$ cat src/rtl/result_averager.sv
// rtl/result_averager.sv - windowed average / maximum of N = 2**LOG2_N unsigned samples
// Optional saturation counter is built when RESULT_AVERAGER_SAT_CNT_EN is defined.
module result_averager #(
  parameter int LOG2_N = 3
) (
  input  logic                clk,
  input  logic                rst,
  input  logic                in_valid,
  input  logic [7:0]          in_data,
  output logic                in_ready,
  input  logic                flush,
  output logic                out_valid,
  input  logic                out_ready,
  output logic [7:0]          out_avg,
  output logic [7:0]          out_max
`ifdef RESULT_AVERAGER_SAT_CNT_EN
  ,
  output logic [LOG2_N:0]     out_sat_cnt
`endif
);

  localparam int N  = 1 << LOG2_N;
  localparam int SW = 8 + LOG2_N;
  localparam int CW = LOG2_N + 1;

  typedef enum logic {ACCUM = 1'b0, HOLD = 1'b1} state_t;

  state_t        state;
  logic [SW-1:0] sum;
  logic [7:0]    max_val;
  logic [CW-1:0] count;

  logic [SW-1:0] sum_next;
  logic [SW-1:0] sample_ext;
  logic [7:0]    max_next;
  logic          last;

`ifdef RESULT_AVERAGER_SAT_CNT_EN
  logic [CW-1:0] sat_cnt;
  logic [CW-1:0] sat_next;
  logic [CW-1:0] sat_one;
`endif

  // While a result is held, a new sample may only enter in the cycle the result leaves.
  assign in_ready   = rst && (!out_valid || out_ready);

  assign sample_ext = {{LOG2_N{1'b0}}, in_data};
  assign sum_next   = sum + sample_ext;
  assign max_next   = (in_data > max_val) ? in_data : max_val;
  assign last       = (count == CW'(N - 1));

`ifdef RESULT_AVERAGER_SAT_CNT_EN
  assign sat_one  = {{(CW-1){1'b0}}, in_data[7]};
  assign sat_next = sat_cnt + sat_one;
`endif

  // Window accumulation, result capture and ACCUM/HOLD sequencing.
  always_ff @(posedge clk or negedge rst) begin
    if (!rst) begin
      state     <= ACCUM;
      out_valid <= 1'b0;
      sum       <= '0;
      max_val   <= '0;
      count     <= '0;
      out_avg   <= '0;
      out_max   <= '0;
`ifdef RESULT_AVERAGER_SAT_CNT_EN
      sat_cnt     <= '0;
      out_sat_cnt <= '0;
`endif
    end else begin
      case (state)
        ACCUM: begin
          if (flush) begin
            // A flush discards the partial window, including a sample offered this cycle.
            sum     <= '0;
            max_val <= '0;
            count   <= '0;
`ifdef RESULT_AVERAGER_SAT_CNT_EN
            sat_cnt <= '0;
`endif
          end else if (in_valid) begin
            if (last) begin
              out_avg   <= sum_next[SW-1:LOG2_N];
              out_max   <= max_next;
              state     <= HOLD;
              out_valid <= 1'b1;
              // Accumulators are emptied now; nothing accumulates while holding.
              sum       <= '0;
              max_val   <= '0;
              count     <= '0;
`ifdef RESULT_AVERAGER_SAT_CNT_EN
              out_sat_cnt <= sat_next;
              sat_cnt     <= '0;
`endif
            end else begin
              sum     <= sum_next;
              max_val <= max_next;
              count   <= count + CW'(1);
`ifdef RESULT_AVERAGER_SAT_CNT_EN
              sat_cnt <= sat_next;
`endif
            end
          end
        end
        HOLD: begin
          // flush is ignored here so the pending result survives.
          if (out_ready) begin
            state     <= ACCUM;
            out_valid <= 1'b0;
            if (in_valid) begin
              // Sample accepted alongside the transfer opens the next window.
              sum     <= sample_ext;
              max_val <= in_data;
              count   <= CW'(1);
`ifdef RESULT_AVERAGER_SAT_CNT_EN
              sat_cnt <= sat_one;
`endif
            end
          end
        end
        default: begin
          state     <= ACCUM;
          out_valid <= 1'b0;
        end
      endcase
    end
  end

endmodule

$ cat config.mk
export PLATFORM = sky130hd
export DESIGN_NAME = result_averager
export DESIGN_NICKNAME = d
export VERILOG_FILES = /design/src/rtl/result_averager.sv
export SDC_FILE = /design/constraint.sdc
export NUM_CORES = 1
export LEC_CHECK = 0
export ABC_AREA = 0
export CAP_MARGIN = 10
export CORE_UTILIZATION = 48
export CTS_CLUSTER_DIAMETER = 40
export CTS_CLUSTER_SIZE = 20
export DETAILED_ROUTE_END_ITERATION = 8
export PLACE_DENSITY = 0.71
export RECOVER_POWER = 100
export SLEW_MARGIN = 20
export SYNTH_ARGS = -nofsm -noshare
export SYNTH_HDL_FRONTEND = slang
export SYNTH_SLANG_ARGS = --single-unit
$ cat constraint.sdc
create_clock -name clk -period 2.6 [get_ports clk]
set_input_delay 0.65 -clock clk [delete_from_list [all_inputs] [get_ports clk]]
set_output_delay 0.65 -clock clk [all_outputs]
set_load 0.005 [all_outputs]
==> impl_metrics.ini, run 1 <==
[sta]
tcrit_tclk_final = 0.9684
setup_tns_ps = 0
final-setup-viol-count = 0
slew-limit-headroom = 0.3125
final_max_slew_viol_count = 0
fmax_mhz = 397.2
unrepaired_setup_endpoints_after_global_routing = true
fin_skew_ps = 8.197
worst_slew_pin_slew_ps = 1031
fin_crit_ps = 2518
hold_viol = 0

[clocking]
path_clk_slew_ps = 80
cts_tree = yes
ctsHtreeMaxLevel = 2
clock_sinks = 41
cts_inserted_buffers = 5
ctsRootBufferMaster = clkbuf_8
insertion_delay_of_the_later_clocked_pin_in_the_worst_skew_pair_ps = 290
max-clock-path-buffers = 2

[cells_and_area]
layout_common_cells = 41 x dfrtp_1, 37 x nand2_1, 29 x clkdlybuf4s50_1, 29 x buf_4
share_of_final_layout_standard_cells_stronger_than_drive_strength_1 = 0.1801
area_growth_pct = 27.61
filler_cell_count = 422
utilization = 0.6573
finish.instance_area_um2 = 3187
final_net_count = 352
mostFrequentLayoutCell = dfrtp_1
insertedDiodeCount = 0

[synth]
synth.ff_latch_count = 41
syn_area_um2 = 2497
synth-main-ff-cell = dfrtp_1
synth_edf_count = 0
distinct_cell_type_count_after_synthesis = 50
synth.area.top_cells = dfrtp_1 41%, ha_1 8.5%, nand2_1 5.6%
synth_sequential_area_ratio = 0.4108
synth_fp_nets = 291
ys_warn_count = 0
yosysTopAreaCellShare = 0.4108
synth_top_area_cell = dfrtp_1
avgSynthCellArea_um2 = 9.605
asr_flop_ratio_synth = 1.000
syn-instance-count = 260

[worst_setup_path]
launch_point_of_the_worst_path = in_data[5]
critPathMaxStageDelay_ps = 520
critical_path.n_buffers_inverters = 2
rr_startpoint = sum[0]
data_required_time_at_the_worst_endpoint_ps = 2780
timing.critical_path.cells = clkdlybuf4s50_1 -> ha_1 -> and4_1 -> nand4_1 -> o211ai_1 -> buf_4 -> a31o_2 -> a22o_1
worst_setup_path_end_kind = register
path_depth = 8
delay_heaviest_family_cp = buffers and inverters
startpoint_class = primary input
rr_worst_depth = 7
worstPathMaxFanout = 8
critical-path-slowest-cell = clkdlybuf4s50_1
critical_path_arrival_ps = 2700
worst-setup-path-type = in2reg

[power]
seqPwrFrac = 0.443
power.share.switching = 0.3117
cellPowerDensity_nw_per_um2 = 501.0
clock_power_share = 0.261
p_int_mw = 1.099
leakage_nw = 1.490
vdd_ir_drop_max_v = 0.0002600
p_switching_mw = 0.4976
share_comb_of_total_power = 0.296

[min_path]
min_path_type = reg2reg
hold_depth = 2
hold_path.startpoint = out_max[4]

[detailed_routing]
number_of_optimization_iterations_in_the_first_detailed_route_pass = 5
wl_um = 5884
avgViaCountPerCell = 5.550
initialDrtViolationCount = 127
avgRoutedWirePerCell_um = 15.13
route.detailed.drc = 0
ant_nets = 0
route.vias.total = 2159

[global_routing]
grt_pass1_wl_um = 10110
first_global_vias = 2127
grt_max_degree = 42
track_usage = 0.2427
antenna_violations_before_repair = 0
grt_overflow = 0

[placement]
buffer_ports.inserted = 30
gpl.final_weighted_congestion = 0.8697
post-dp-hpwl_um = 4303
total_cell_area_at_the_placement_stage_um2 = 3073

[run]
cap_viol_max_count = 0

[floorplan]
die_y_um = 74.13
design.die.area_um2 = 5495
pin_count = 31
core_um2 = 4848
initial_core_util = 0.5151
floorplan.rows = 25
die_width_um = 74.13

[run_status]
status = complete, no violations
-- sequential cells by signal, indices dropped and copies added, names as in the netlist --
signal and cells:
sum 11, out_max 8, out_valid 1, out_avg 8
max_val 8, state 1, count 4
-- cells in the mapped netlist, types with 2 or more instances --
master	instances
dfrtp_1	41
nand2_1	37
ha_1	17
inv_1	16
o21ai_0	15
nand4_1	11
a21o_1	10
a22o_1	10
nand3_1	10
nor2_1	10
a21oi_1	8
xnor2_1	7
clkbuf_1	5
a222oi_1	4
nand2b_1	4
a221o_1	3
buf_2	3
mux2_2	3
nor2b_1	3
o21a_1	3
o21bai_1	3
a211o_1	2
a211oi_1	2
a31oi_1	2
and3_1	2
buf_6	2
o21ai_1	2
o22ai_1	2
or3_1	2
-- power by group through the flow --
stage          Sequential [mW]  Clock (mW)  Combinational, mW
2_1_floorplan            0.713           0              0.279
3_3_place_gp             0.718           0              0.454
3_5_place_dp             0.719           0              0.461
4_1_cts                  0.707       0.429              0.464
5_1_grt                  0.713       0.454              0.528
6_report                 0.708       0.417              0.472
-- worst paths after layout --
kind | to | slack [ps]
hold reg to reg | out_max[4] | 480
max in group asynchronous | max_val[3] | 1230
min in group asynchronous | count[2] | 730
setup reg to reg | out_avg[7] | 480
setup / recovery | max_val[7] | 80
hold / removal | out_max[4] | 480
-- per-stage QoR --
stage | hold slack, ps | setup slack [ps] | instances | power, mW
after floorplan | 354.4 | 195.1 | 260 | 0.9920
after global placement | 457.7 | -256.0 | 379 | 1.172
after detailed placement | 467.4 | -292.9 | 379 | 1.180
after CTS | 485.9 | 7.018 | 387 | 1.600
after global routing | 515.4 | -7.077 | 389 | 1.695
final | 479.5 | 82.22 | 389 | 1.597
-- logic make-up after synthesis --
group | count (synthesis) | synth area share
AND/OR/NAND/NOR | 86 | 0.1678
AO/OA/AOI/OAI | 77 | 0.2360
flip-flops | 41 | 0.4108
buffers and inverters | 26 | 0.04659
adder cells (fa/ha/maj) | 18 | 0.09319
XOR/XNOR | 8 | 0.02806
multiplexers | 4 | 0.01753
-- tightest hold or removal path, delay by kind of cell, from the launching register on --
kind             cells  cell delay, ps
AND/OR/NAND/NOR      2             100
flip-flops           1             350
-- area by class of cell --
type	count	area, um^2	share of cell area
multi-input combinational	193	1374	0.4311
clock buffer	5	68.82	0.02159
tap	67	83.83	0.02631
timing repair buffer	64	556.8	0.1747
sequential	41	1026	0.3219
clock inverter	3	17.52	0.005497
inverter	16	60.06	0.01885
-- per-layer routing --
| layer | global-route usage | up-vias | wire (um) |
|---|---|---|---|
| met5 | 0 | - | 0 |
| met4 | 0.05983 | 0 | 55 |
| met3 | 0.03523 | 7 | 264 |
| met2 | 0.3919 | 48 | 2720 |
| met1 | 0.3433 | 1036 | 2843 |
| li1 | - | 1068 | - |
-- timing repair --
action,4_1_cts,5_1_grt
buffers inserted,0,1
gates resized for setup,0,6
hold buffers,0,0
hold endpoints to repair,0,0
endpoints found under the setup margin,0,20
Power figures use the tool's default switching activity.
==> run 2: changes to the inputs <==
Settings changed: SKIP_CTS_REPAIR_TIMING set to 1.
==> results of run 2 <==
Final layout, timing and power as in run 1 (identical DEF).
==> run 3: changes to the inputs <==
Settings changed: SETUP_SLACK_MARGIN set to 0.1.
==> run 3 against run 2 <==
  * Sequential share of layout area up 0.089 points
  * Register-to-register slack worse by 20 ps
  * Via count up 0.60%
  * Core utilization down 0.18 points
  * Critical path type unchanged
  * Largest power group unchanged
  * Setup slack better by 72 ps
  * Clock skew down 0.97 ps
  * Non-clock buffer count unchanged
  * Critical endpoint unchanged
==> impl_metrics.ini, run 3 (synthesized netlist as in run 1, its figures left out) <==
[run_status]
status = complete, no violations

[worst_setup_path]
rr_worst_depth = 7
critical_path_arrival_ps = 2630
worstPathMaxFanout = 8
reg2reg_to = sum[6]
startpoint_class = primary input
worst-setup-path-type = in2reg
worst_setup_path_end_kind = register
data_required_time_at_the_worst_endpoint_ps = 2780
rr_startpoint = sum[0]
r2r_setup_slk_ps = 460

[clocking]
insertion_delay_of_the_later_clocked_pin_in_the_worst_skew_pair_ps = 290
clock_sinks = 41
ctsRootBufferMaster = clkbuf_8
path_clk_slew_ps = 80
ctsHtreeMaxLevel = 2
cts_tree = yes
max-clock-path-buffers = 2
cts_inserted_buffers = 5

[sta]
slew-limit-headroom = 0.3126
fin_worst_hold_slack_ps = 472.8
fin_crit_ps = 2446
final_max_slew_viol_count = 0
setup_tns_ps = 0
worst_slew_pin_slew_ps = 1031
hold_viol = 0
fin_skew_ps = 7.222
fmax_mhz = 408.8
final-setup-viol-count = 0
tcrit_tclk_final = 0.9408
unrepaired_setup_endpoints_after_global_routing = false

[floorplan]
core_um2 = 4848
pin_count = 31
initial_core_util = 0.5151
die_y_um = 74.13
floorplan.rows = 25
design.die.area_um2 = 5495
die_width_um = 74.13

[cells_and_area]
multiInputGateArea_um2 = 1376
layout_common_cells = 41 x dfrtp_1, 37 x nand2_1, 22 x buf_4
filler_cell_count = 429
mostFrequentLayoutCell = dfrtp_1
largest_register_ff_count = 11
area_growth_pct = 27.25
share_of_final_layout_standard_cells_stronger_than_drive_strength_1 = 0.1646
final_net_count = 352
largest_register = sum
insertedDiodeCount = 0
layoutNonFillerInstCount = 389
finish.instance_area_um2 = 3178
seqCellArea_um2 = 1026

[power]
p_total_mw = 1.592
leakage_nw = 1.565
vdd_ir_drop_max_v = 0.0002629
cellPowerDensity_nw_per_um2 = 501.1

[min_path]
min_path_type = reg2reg
hold-path-endpoint = out_max[4]
hold_depth = 2
hold_path.startpoint = out_max[4]

[global_routing]
grt_overflow = 0
antenna_violations_before_repair = 0
first_global_vias = 2127
grt_pass1_wl_um = 10110
track_usage = 0.2427
grt_max_degree = 42

[placement]
gpl.final_weighted_congestion = 0.8697
total_cell_area_at_the_placement_stage_um2 = 3073
buffer_ports.inserted = 30
placed_cells_incl_taps = 379
post-dp-hpwl_um = 4303

[detailed_routing]
wl_um = 5885
initialDrtViolationCount = 150
number_of_optimization_iterations_in_the_first_detailed_route_pass = 4
avgRoutedWirePerCell_um = 15.13
avgViaCountPerCell = 5.584
route.vias.total = 2172
route.detailed.drc = 0
ant_nets = 0

[run]
cap_viol_max_count = 0
[run 3: cell count changes in the layout (fill, tap and decap cells not counted), moves of 4 or more]
cell and change:
dlymetal6s2s_1 +4, buf_4 -7, clkdlybuf4s50_1 -22, clkbuf_1 +5
dlygate4sd3_1 +17
[run 3: critical path, cell delays in order]
cell	delay, ps
clkdlybuf4s50_1	450
buf_4	170
ha_1	280
and2_0	150
nand4_1	140
o211ai_1	100
clkbuf_1	150
a31o_2	330
a22o_1	200
[run 3: how the worst max path moves through the flow]
stage | start | endpoint | cells after the start
floorplan | in_data[0] | out_avg[7] | 7
global placement | in_data[0] | out_avg[7] | 8
detailed placement | in_data[0] | out_avg[7] | 8
CTS | in_data[0] | out_avg[7] | 8
global route | in_data[4] | out_max[7] | 9
finish | in_data[2] | max_val[7] | 9
[run 3: report_power, final]
part           switching (mW)  internal (mW)  leakage, nW
logic                   0.238          0.228        0.964
registers              0.0299          0.677        0.557
clock network           0.233          0.186       0.0439
total                   0.501           1.09         1.56
[run 3: per-stage QoR]
stage / utilization / setup WS, ps
after floorplan: - / 195.1
after global placement: 0.6338 / -256.0
final: 0.6555 / 154.0
after global routing: 0.6555 / 100.3
after detailed placement: 0.6338 / -292.9
after CTS: 0.6516 / 7.018
[run 3: metal layers]
| metal | global-route usage | routed length, um |
|---|---|---|
| met3 | 0.03523 | 356 |
| met4 | 0.05983 | 55 |
| met5 | 0 | 0 |
| met2 | 0.3919 | 2690 |
| met1 | 0.3433 | 2783 |
[run 3: layout make-up]
class,count,area share
clock buffer,5,0.02165
clock inverter,3,0.005512
inverter,16,0.01890
multi-input combinational,193,0.4331
sequential,41,0.3228
tap,67,0.02638
timing repair buffer,64,0.1717
